### config.mk
export PLATFORM = sky130hd
export DESIGN_NAME = vram_scanout_arbiter
export DESIGN_NICKNAME = d
export VERILOG_FILES = /design/src/rtl/vram_scanout_arbiter.sv
export SDC_FILE = /design/constraint.sdc
export NUM_CORES = 1
export LEC_CHECK = 0
export ABC_CLOCK_PERIOD_IN_PS = 6900
export BUFFER_PORTS_ARGS = -buffer_cell sky130_fd_sc_hd__buf_2
export CORE_UTILIZATION = 35
export DETAILED_ROUTE_END_ITERATION = 10
export PLACE_DENSITY = 0.59
export SYNTH_ARGS = -nofsm -noshare
export SYNTH_HDL_FRONTEND = slang
export SYNTH_SLANG_ARGS = --single-unit
### constraint.sdc
create_clock -name clk -period 6.9 [get_ports clk]
set_clock_uncertainty 0.05 [all_clocks]
set_input_delay 0.69 -clock clk [delete_from_list [all_inputs] [get_ports clk]]
set_output_delay 0.69 -clock clk [all_outputs]
set_load 0.01 [all_outputs]
### src/rtl/vram_scanout_arbiter.sv
// Single-port VRAM arbiter: fixed-slot 1bpp scanout fetches plus CPU access on free cycles.
// Optional macro VRAM_ARB_BLANK_WRITE_EN restricts CPU writes to vertical blanking.
module vram_scanout_arbiter #(
  parameter int ADDR_W   = 12,
  parameter int H_ACTIVE = 640,
  parameter int H_TOTAL  = 800,
  parameter int V_ACTIVE = 480,
  parameter int V_TOTAL  = 525
) (
  input  logic              clk,
  input  logic              reset,
  input  logic [9:0]        hpos,
  input  logic [9:0]        ypos,
  input  logic              display_on,
  input  logic [ADDR_W-1:0] fb_base,
  input  logic              cpu_req,
  input  logic              cpu_we,
  input  logic [ADDR_W-1:0] cpu_addr,
  input  logic [7:0]        cpu_wdata,
  output logic [7:0]        cpu_rdata,
  output logic              cpu_ack,
  output logic              mem_en,
  output logic              mem_we,
  output logic [ADDR_W-1:0] mem_addr,
  output logic [7:0]        mem_wdata,
  input  logic [7:0]        mem_rdata,
  output logic              pix_out
);

  // state | meaning
  // IDLE  | no CPU access in flight; may issue one on a non-slot cycle
  // DATA  | VRAM returns data for the issued CPU access; ack pulses

  typedef enum logic {IDLE, DATA} state_t;
  state_t state, state_nxt;

  localparam logic [9:0]        H_FETCH_END  = 10'(H_ACTIVE - 8);
  localparam logic [9:0]        H_WRAP_FETCH = 10'(H_TOTAL - 3);
  localparam logic [9:0]        H_LAST       = 10'(H_TOTAL - 1);
  localparam logic [9:0]        V_ACT        = 10'(V_ACTIVE);
  localparam logic [9:0]        V_ACT_M1     = 10'(V_ACTIVE - 1);
  localparam logic [9:0]        V_LAST       = 10'(V_TOTAL - 1);
  localparam logic [ADDR_W-1:0] LINE_STRIDE  = ADDR_W'(H_ACTIVE / 8);
  localparam logic [ADDR_W-1:0] ADDR_ONE     = ADDR_W'(1);

  logic [ADDR_W-1:0] line_addr, col_addr, video_addr;
  logic [7:0]        hold, shifter;
  logic              fetch_d;
  logic              line_active, next_line_active, wrap_fetch;
  logic              video_slot, write_ok, cpu_issue;

  assign line_active      = (ypos < V_ACT);
  assign next_line_active = (ypos == V_LAST) || (ypos < V_ACT_M1);
  assign wrap_fetch       = (hpos == H_WRAP_FETCH);
  assign video_slot = !reset && (hpos[2:0] == 3'd5) &&
                      (((hpos < H_FETCH_END) && line_active) || (wrap_fetch && next_line_active));

  // The end-of-line fetch precedes the line_addr step at H_TOTAL-1, so it targets the next line base.
  assign video_addr = wrap_fetch ? (line_active ? line_addr + LINE_STRIDE : line_addr)
                                 : line_addr + col_addr;

`ifdef VRAM_ARB_BLANK_WRITE_EN
  assign write_ok = !cpu_we || !line_active;
`else
  assign write_ok = 1'b1;
`endif

  always_ff @(posedge clk) begin
    if (reset) begin
      line_addr <= '0;
      col_addr  <= '0;
      hold      <= '0;
      shifter   <= '0;
      fetch_d   <= 1'b0;
    end else begin
      fetch_d <= video_slot;
      if (fetch_d) hold <= mem_rdata;
      if (hpos[2:0] == 3'd7) shifter <= hold;
      else                   shifter <= {shifter[6:0], 1'b0};

      if (ypos == V_LAST && hpos == 10'd0)  line_addr <= fb_base;
      else if (hpos == H_LAST && line_active) line_addr <= line_addr + LINE_STRIDE;

      // The wrap fetch itself consumes column 0.
      if (wrap_fetch)      col_addr <= video_slot ? ADDR_ONE : '0;
      else if (video_slot) col_addr <= col_addr + ADDR_ONE;
    end
  end

  always_ff @(posedge clk) begin
    if (reset) state <= IDLE;
    else       state <= state_nxt;
  end

  always_comb begin
    state_nxt = state;
    cpu_issue = 1'b0;
    mem_en    = 1'b0;
    mem_we    = 1'b0;
    mem_addr  = '0;
    mem_wdata = '0;
    case (state)
      IDLE: if (cpu_req && !video_slot && write_ok && !reset) begin
        cpu_issue = 1'b1;
        state_nxt = DATA;
      end
      DATA: state_nxt = IDLE;
    endcase
    if (video_slot) begin
      mem_en   = 1'b1;
      mem_addr = video_addr;
    end else if (cpu_issue) begin
      mem_en    = 1'b1;
      mem_we    = cpu_we;
      mem_addr  = cpu_addr;
      mem_wdata = cpu_wdata;
    end
  end

  assign cpu_ack   = (state == DATA) && !reset;
  assign cpu_rdata = cpu_ack ? mem_rdata : 8'h00;
  assign pix_out   = shifter[7] && display_on && !reset;

endmodule

After elaboration in Yosys (flattened, before gate mapping)
Index checks and enable logic that the tools add are counted.

Add/sub/neg operators: 3. Order comparisons: 3. Equality and inequality tests: 5. Mux-type cells: 20. Bitwise operators: 2. Reduce and logical (&&, ||, !) cells: 19.

Operator list (count): $mux W12 (8); $mux W8 (4); $eq A10 B10 Y1 const B (3); $lt A10 B9 Y1 const B (2); $add A12 B1 Y12 const B (1); $add A12 B12 Y12 (1); $add A12 B7 Y12 const B (1); $logic_and A1 B1 Y1 (11); $logic_not A10 Y1 (1); $lt A10 B10 Y1 const B (1); $mux W1 (7); $eq A3 B3 Y1 const B (2); $reduce_bool A2 Y1 (2); $logic_not A1 Y1 (2); $logic_or A1 B1 Y1 (2); $not A1 Y1 (2); $pmux W1 S2 (1); $reduce_or A2 Y1 (1).

Register bits: 42. Input port bits: 65. Output and inout port bits: 32. Logic and storage cells: 59.

Depth between registers and ports, before layout
Gate-level depths: netlist (run 1).

Word-level depth: 12. Depth in mapped cells: 9. Gate-level depth less buffers: 9.

Worst setup path before layout (run 1)
Ideal clock, no wire load.

Path kind: register to output. From: reg col_addr[0]. To: out mem_addr[8]. Data arrival time: 2.214 ns. Required time: 6.160 ns. Slack: 3.946 ns. Stages on the path, launching flop included: 10. Path buffers: 0. Cells stage by stage: dfxtp_1 > ha_1 > fa_1 > a211oi_1 > nor2_1 > o21a_1 > o41a_1 > xor2_1 > mux2i_1 > o21ai_0.

Word-level cells in the longest chain between the ends: 3.

Ends and longest elaborated chain: from (decl) (RTL line 46) `logic [ADDR_W-1:0] line_addr, col_addr, video_addr;`; from (signal assigned) (RTL line 85) `if (wrap_fetch) col_addr <= video_slot ? ADDR_ONE : '0;`; from (signal assigned) (RTL line 86) `else if (video_slot) col_addr <= col_addr + ADDR_ONE;`; $add A12 B12 Y12 (RTL line 60) `: line_addr + col_addr;`; $mux W12 (RTL line 59) `assign video_addr = wrap_fetch ? (line_active ? line_addr + LINE_STRIDE : line_addr)`; $mux W12 (RTL line 109) `if (video_slot) begin`; to (decl) (RTL line 24) `output logic [ADDR_W-1:0] mem_addr,`.

No other way between the ends.

Final worst setup path (run 1)
From: in reset. To: out mem_en.

Word-level cells in the longest chain between the ends: 10.

Ends and longest elaborated chain: from (decl) (RTL line 11) `input logic reset,`; $logic_not A1 Y1 * (RTL line 55, 103); $logic_and A1 B1 Y1 (2 in a row) (RTL line 55) `assign video_slot = !reset && (hpos[2:0] == 3'd5) &&`; $logic_not A1 Y1 (RTL line 103) `IDLE: if (cpu_req && !video_slot && write_ok && !reset) begin`; $logic_and A1 B1 Y1 (2 in a row) (RTL line 103); $mux W1 (RTL line 103); $mux W1 (RTL line 102) `case (state)`; $mux W1 (RTL line 112) `end else if (cpu_issue) begin`; $mux W1 * (RTL line 109); to (decl) (RTL line 22) `output logic mem_en,`.

Mark *: on every way between the ends. The rest lies on a longest branch, timed or not.

==> impl_results.md, run 1 <==
* Crit Path Class: input pin to primary output
* CTS tree: built
* Post-synth EDFFs at 0
* RSZ-0062 raised after global routing: no
* Mean routed wirelength per cell at 13.7 um
* Pre-Repair DR Iteration Count at 4
* Post-CTS sizing at 0
* Vias per cell at 5.28
* FP Rows at 32
* First-pass GRT wire length at 12.8 mm
* Post-route antenna net violation count at 0
* Sw Ratio at 27.1%
* First DRT Iteration DRCs at 150
* Hold-fix buffers at CTS at 0
* P per Cell Area at 134 nW/um2
* Cell Count, Final, Fillers Out at 557
* Netlist cell types at 47
* Synthesized netlist cell count at 366
* Clock Sinks at 42
* Int Pwr at 0.000344 W
* P&R area growth vs syn at 22.4%
* Flop pwr share at 51.7%
* Initial Utilization at 36.7%
* CP arrival at 3.14 ns
* Drt total wl at 7.63 mm
* Yosys warnings at 0
* Fmax at 0.258 GHz
* Worst hold path class: flip-flop to flip-flop
* Most frequent cells in the layout: buf_2, nor2_1, dfxtp_1, nand2_1
* Num CTS Buffers at 5
* Worst-skew pair later-pin latency at 0.30 ns
* CP startpoint kind: input pin
* Number of synthesized register bits at 42
* Worst r2r path cells at 7
* Setup_tns at 0 ns
* Nets at 533
* Post-CTS setup buffers at 0
* Power, Total at 0.000472 W
* Via count of the first global-routing pass at 2,751
* Post-synth top flop: dfxtp_1
* Syn avg cell area at 7.87 um2
* Layout cells sized above 1 at 25.3%
* Worst Tran Pin Value at 1.04 ns
* Post-Syn Area at 2880 um2
* Largest net degree at the start of global routing at 44
* Initial antenna violation count at 1
* Final worst path period share at 56.2%
* LEAKAGE at 1.64 nW
* Total Routing Usage GR at 18.5%
* Outcome: complete, no violations
* Seq/Total Area, Yosys at 29.2%
* CP max FO at 43
* Remaining Overflow, GRT at 0
* CTS root buf: clkbuf_8
* WP data required at 6.16 ns
* Storage cell area at 841 um2
* Multi-input gate area at 1970 um2
* FILL cells at 815
* Max Cap Viol at 0
* Die W at 92.7 um
* Syn nets at 445
* Die Span Y at 92.7 um
* Clk slew on worst S/H paths at 0.09 ns
* Fin crit period at 3.88 ns
* Hold Path Depth at 2
* Placed cell count at 549
* IO Port Bufs at 96
* Overall die area at 8600 um2
* Commonest non-fill, non-tap cell in the layout: buf_2
* H-tree depth at 2
* # diodes at 0
* Hpwl dp at 5.90 mm
* Psw at 0.000128 W
* Core area at 7850 um2
* Via count at 2,941
* Worst Setup End Kind: primary output
* CTS max path bufs at 2
* DRC at 0
* Asr flop ratio synth at 0%
* Final setup viols at 0
* Routability cong. at 0.837
* I/O Pins at 97
* Slew Viols, Final at 0
* Rel. slew slack at 30.9%
* Hold Violations, Final at 0
* Combinational Power Share at 11.7%
* Worst vdd ir at 98.1 uV
* Clock share of power at 36.6%
## critical path, cell delays in order
cell	delay, ns
buf_2	0.49
nor3_1	0.20
and3_1	0.22
a31oi_4	0.81
inv_2	0.23
or2_2	0.35
buf_2	0.14
## synth_stat cells (2+ instances only)
| cell type | count | area share (%) |
|---|---|---|
| a211oi_1 | 2 | 0.52 |
| a21o_1 | 6 | 1.6 |
| a21oi_1 | 23 | 4.0 |
| a221oi_1 | 2 | 0.61 |
| a31oi_1 | 2 | 0.43 |
| and2_1 | 11 | 2.4 |
| and3_1 | 14 | 3.0 |
| and4_1 | 5 | 1.5 |
| buf_2 | 2 | 0.35 |
| clkbuf_1 | 13 | 1.7 |
| dfxtp_1 | 42 | 29 |
| ha_1 | 13 | 5.6 |
| mux2i_1 | 25 | 8.7 |
| nand2_1 | 31 | 4.0 |
| nand2b_1 | 2 | 0.43 |
| nand3_1 | 25 | 4.3 |
| nand4_1 | 7 | 1.5 |
| nor2_1 | 48 | 6.3 |
| nor3_1 | 15 | 2.6 |
| nor3b_1 | 2 | 0.52 |
| nor4_1 | 5 | 1.1 |
| o21a_1 | 2 | 0.52 |
| o21ai_0 | 23 | 4.0 |
| o21ai_1 | 2 | 0.35 |
| xnor2_1 | 15 | 4.6 |
| xor2_1 | 8 | 2.4 |
## sequential cells by signal, summed over array words and instances (netlist names)
name,cells
fetch_d,1
line_addr,12
col_addr,12
state,1
shifter,8
hold,8
## power by group through the flow
stage	registers [W]	clock network, W	logic [W]
3_5_place_dp	0.000250	0	0.0000559
6_report	0.000244	0.000172	0.0000554
5_1_grt	0.000244	0.000187	0.0000612
3_3_place_gp	0.000250	0	0.0000550
4_1_cts	0.000244	0.000178	0.0000561
2_1_floorplan	0.000249	0	0.0000246
## per-layer routing
layer  global-route usage (%)  wire, um  up-vias
met4                     3.59        76        2
met3                     3.45       420        8
li1                         -         -     1496
met1                     23.3      3460     1340
met2                     33.0      3660       95
met5                        0        13        -
## cells by family (layout without fill, tap and decap cells)
group           Yosys count  count (layout)  share of synthesized area [%]
buf+inv                  18             107                           2.69
xor+xnor                 24              24                           7.77
flops                    42              42                           29.2
compound gates           69              69                           14.6
mux                      25              25                           8.68
fa+ha+maj                14              14                           6.34
simple gates            174             174                           30.7
## metrics by stage
step	utilization, %	worst slack, ns	instance area (um2)	hold slack [ns]
after floorplan	-	3.95	2880	0.390
after global placement	43.7	3.07	3430	0.404
after detailed placement	43.7	2.98	3430	0.410
after CTS	44.9	3.00	3530	0.432
after global routing	44.9	2.75	3530	0.450
final	44.9	3.02	3530	0.425
## worst paths after layout
check	from	endpoint	slack (ns)
min	shifter[4]	shifter[5]	0.43
min reg2reg	shifter[4]	shifter[5]	0.43
max	reset	mem_en	3.02
max reg2reg	col_addr[2]	col_addr[11]	5.18
## area by class of cell
| class | instances | share of cell area, % |
|---|---|---|
| clock buffers | 5 | 1.95 |
| clock inverters | 3 | 0.745 |
| inverters | 2 | 0.213 |
| multi-input cells | 306 | 55.8 |
| flip-flops and latches | 42 | 23.8 |
| well taps | 102 | 3.62 |
| repair buffers | 97 | 13.8 |
(Power assumes the default switching activity.)
==> inputs of run 2 (changes only) <==
Settings changed: ABC_CLOCK_PERIOD_IN_PS 6900 to 3200, PLACE_DENSITY 0.59 to 0.61.
Clock period 6.9 ns to 3.2 ns, I/O delays scaled along.
==> run 2 against run 1 <==
Net effect: count of clock-buffer cells in the layout did not move; die area did not move; sequential power rose by 120%; clock power rose by 110%; sequential share of layout area fell by 0.23 points; utilization rose by 0.57 points; highest routed layer unchanged; sequential cell count did not move; cell count rose by 0.90%.
==> impl_results.md, run 2 (synthesis results as in run 1) <==
* Die W at 92.7 um
* Final setup margin at 0.212 ns
* Met2 Wirelength at 3.72 mm
* Met1 WL at 3.69 mm
* Layout cells sized above 1 at 27.0%
* Hold Path Origin: fb_base[4]
* Post-route antenna net violation count at 0
* WL met3 at 426 um
* Psw at 0.000273 W
* Multi-input gate area at 1980 um2
* Core area at 7850 um2
* Worst Setup End Kind: primary output
* Vias per cell at 5.19
* Fin crit period at 2.99 ns
* Routability cong. at 0.872
* Initial Utilization at 36.7%
* P per Cell Area at 283 nW/um2
* Outcome: complete, no violations
* H-tree depth at 2
* Slew Viols, Final at 0
* CP most frequent cell: a221oi_1
* Crit Path Class: flip-flop to primary output
* Via count of the first global-routing pass at 2,737
* Clock Sinks at 42
* Hold-fix buffers at CTS at 0
* Most frequent cells in the layout: buf_2, nor2_1, dfxtp_1, nand2_1
* CP max-delay cell: dfxtp_1
* P&R area growth vs syn at 24.0%
* Die Span Y at 92.7 um
* Worst vdd ir at 160 uV
* R2R Path Start: col_addr[2]
* FILL cells at 831
* Mean routed wirelength per cell at 14.1 um
* Num CTS Buffers at 5
* Storage cell area at 843 um2
* Sw Ratio at 27.0%
* Via count at 2,919
* Commonest non-fill, non-tap cell in the layout: buf_2
* Setup crit start: line_addr[8]
* Placed cell count at 554
* Flop pwr share at 52.0%
* Nets at 538
* Hold Violations, Final at 0
* RSZ-0062 raised after global routing: no
* Worst-skew pair later-pin latency at 0.30 ns
* FP Rows at 32
* Clock share of power at 35.8%
* Rel. slew slack at 58.2%
* Worst Tran Pin Value at 0.627 ns
* Combinational Power Share at 12.1%
* # diodes at 0
* First-pass GRT wire length at 13.1 mm
* Cell Count, Final, Fillers Out at 562
* Fmax at 0.335 GHz
* IO Port Bufs at 96
* Remaining Overflow, GRT at 0
* First DRT Iteration DRCs at 113
* Int Pwr at 0.000738 W
* CP Cell Sequence: ha_1, and2_1, a221oi_1, nand2_1, a221oi_1, xnor3_1, a21oi_1, o21ai_1, buf_2
* Largest stage delay, worst path at 0.45 ns
* CP max FO at 7
* Place WS at 0.445 ns
* Pre-Repair DR Iteration Count at 4
* Largest net degree at the start of global routing at 34
* I/O Pins at 97
* CP delay by family, top: compound AO/OA/AOI/OAI gates
* Final setup viols at 0
* Top routing layer used: met5
* Initial antenna violation count at 1
* Worst hold path class: input pin to flip-flop
* CTS tree: built
* Critical path buffers and inverters at 1
* Clk slew on worst S/H paths at 0.09 ns
* CP arrival at 2.62 ns
* WP data required at 2.83 ns
* Overall die area at 8600 um2
* Post-CTS setup buffers at 0
* Total Routing Usage GR at 19.0%
* Final worst path period share at 93.4%
* Max Cap Viol at 0
* Drt total wl at 7.93 mm
* DRC at 0
* CTS root buf: clkbuf_8
* LEAKAGE at 1.65 nW
* Hpwl dp at 6.08 mm
* Setup_tns at 0 ns
* Biggest regs: col_addr: 12 flops, line_addr: 12 flops
* CP startpoint kind: flip-flop
* CTS max path bufs at 2
## run 2: cell types whose count changed in the layout (fill, tap and decap cells not counted)
cell and delta:
a211oi_1 -1, a211oi_2 +1, buf_4 +5, clkinvlp_4 +2
dfxtp_1 -2, dfxtp_2 +2, fa_1 -1, fa_2 +1
inv_6 -2
## run 2: layer usage
metal / global-route usage, % / up-vias
li1: - / 1503
met3: 3.37 / 10
met5: 0 / -
met1: 24.8 / 1311
met2: 32.7 / 93
met4: 4.36 / 2
## run 2: layout make-up
cell class                 instances  share of cell area [%]
clock buffer                       5                    1.93
clock inverter                     3                   0.665
inverter                           2                   0.210
multi-input combinational        306                    55.3
sequential                        42                    23.6
tap                              102                    3.57
timing repair buffer             102                    14.7
## run 2: final timing paths
kind / to / slack, ns / depth (start not counted)
setup / recovery: mem_addr[11] / 0.21 / 9
hold / removal: line_addr[4] / 0.20 / 3
setup reg to reg: col_addr[11] / 1.48 / 7
hold reg to reg: shifter[1] / 0.42 / 2
## run 2: worst register-to-register path, delay by kind of cell, from the launching register on
kind / cells / cell delay, ns
xor gates and xnor gates: 1 / 0.14
and+or+nand+nor: 6 / 1.00
DFF: 1 / 0.42
## run 2: power by group through the flow
stage	clock network, W	registers (W)	logic, W
6_report	0.000362	0.000526	0.000123
5_1_grt	0.000390	0.000526	0.000136
4_1_cts	0.000374	0.000526	0.000124
3_5_place_dp	0	0.000538	0.000123
3_3_place_gp	0	0.000538	0.000122
2_1_floorplan	0	0.000537	0.0000531
## run 2: per-stage QoR
step	utilization (%)	area (um2)	hold slack (ns)	total power (W)
4_1_cts	45.4	3560	0.197	0.00102
5_1_grt	45.5	3570	0.214	0.00105
2_1_floorplan	-	2880	0.390	0.000590
6_report	45.5	3570	0.203	0.00101
3_5_place_dp	44.2	3470	0.410	0.000662
3_3_place_gp	44.2	3470	0.398	0.000660
## run 2: timing repair
action                                  4_1_cts  5_1_grt
hold endpoints to repair                      0        0
endpoints found under the setup margin        0        3
resized for setup                             0        4
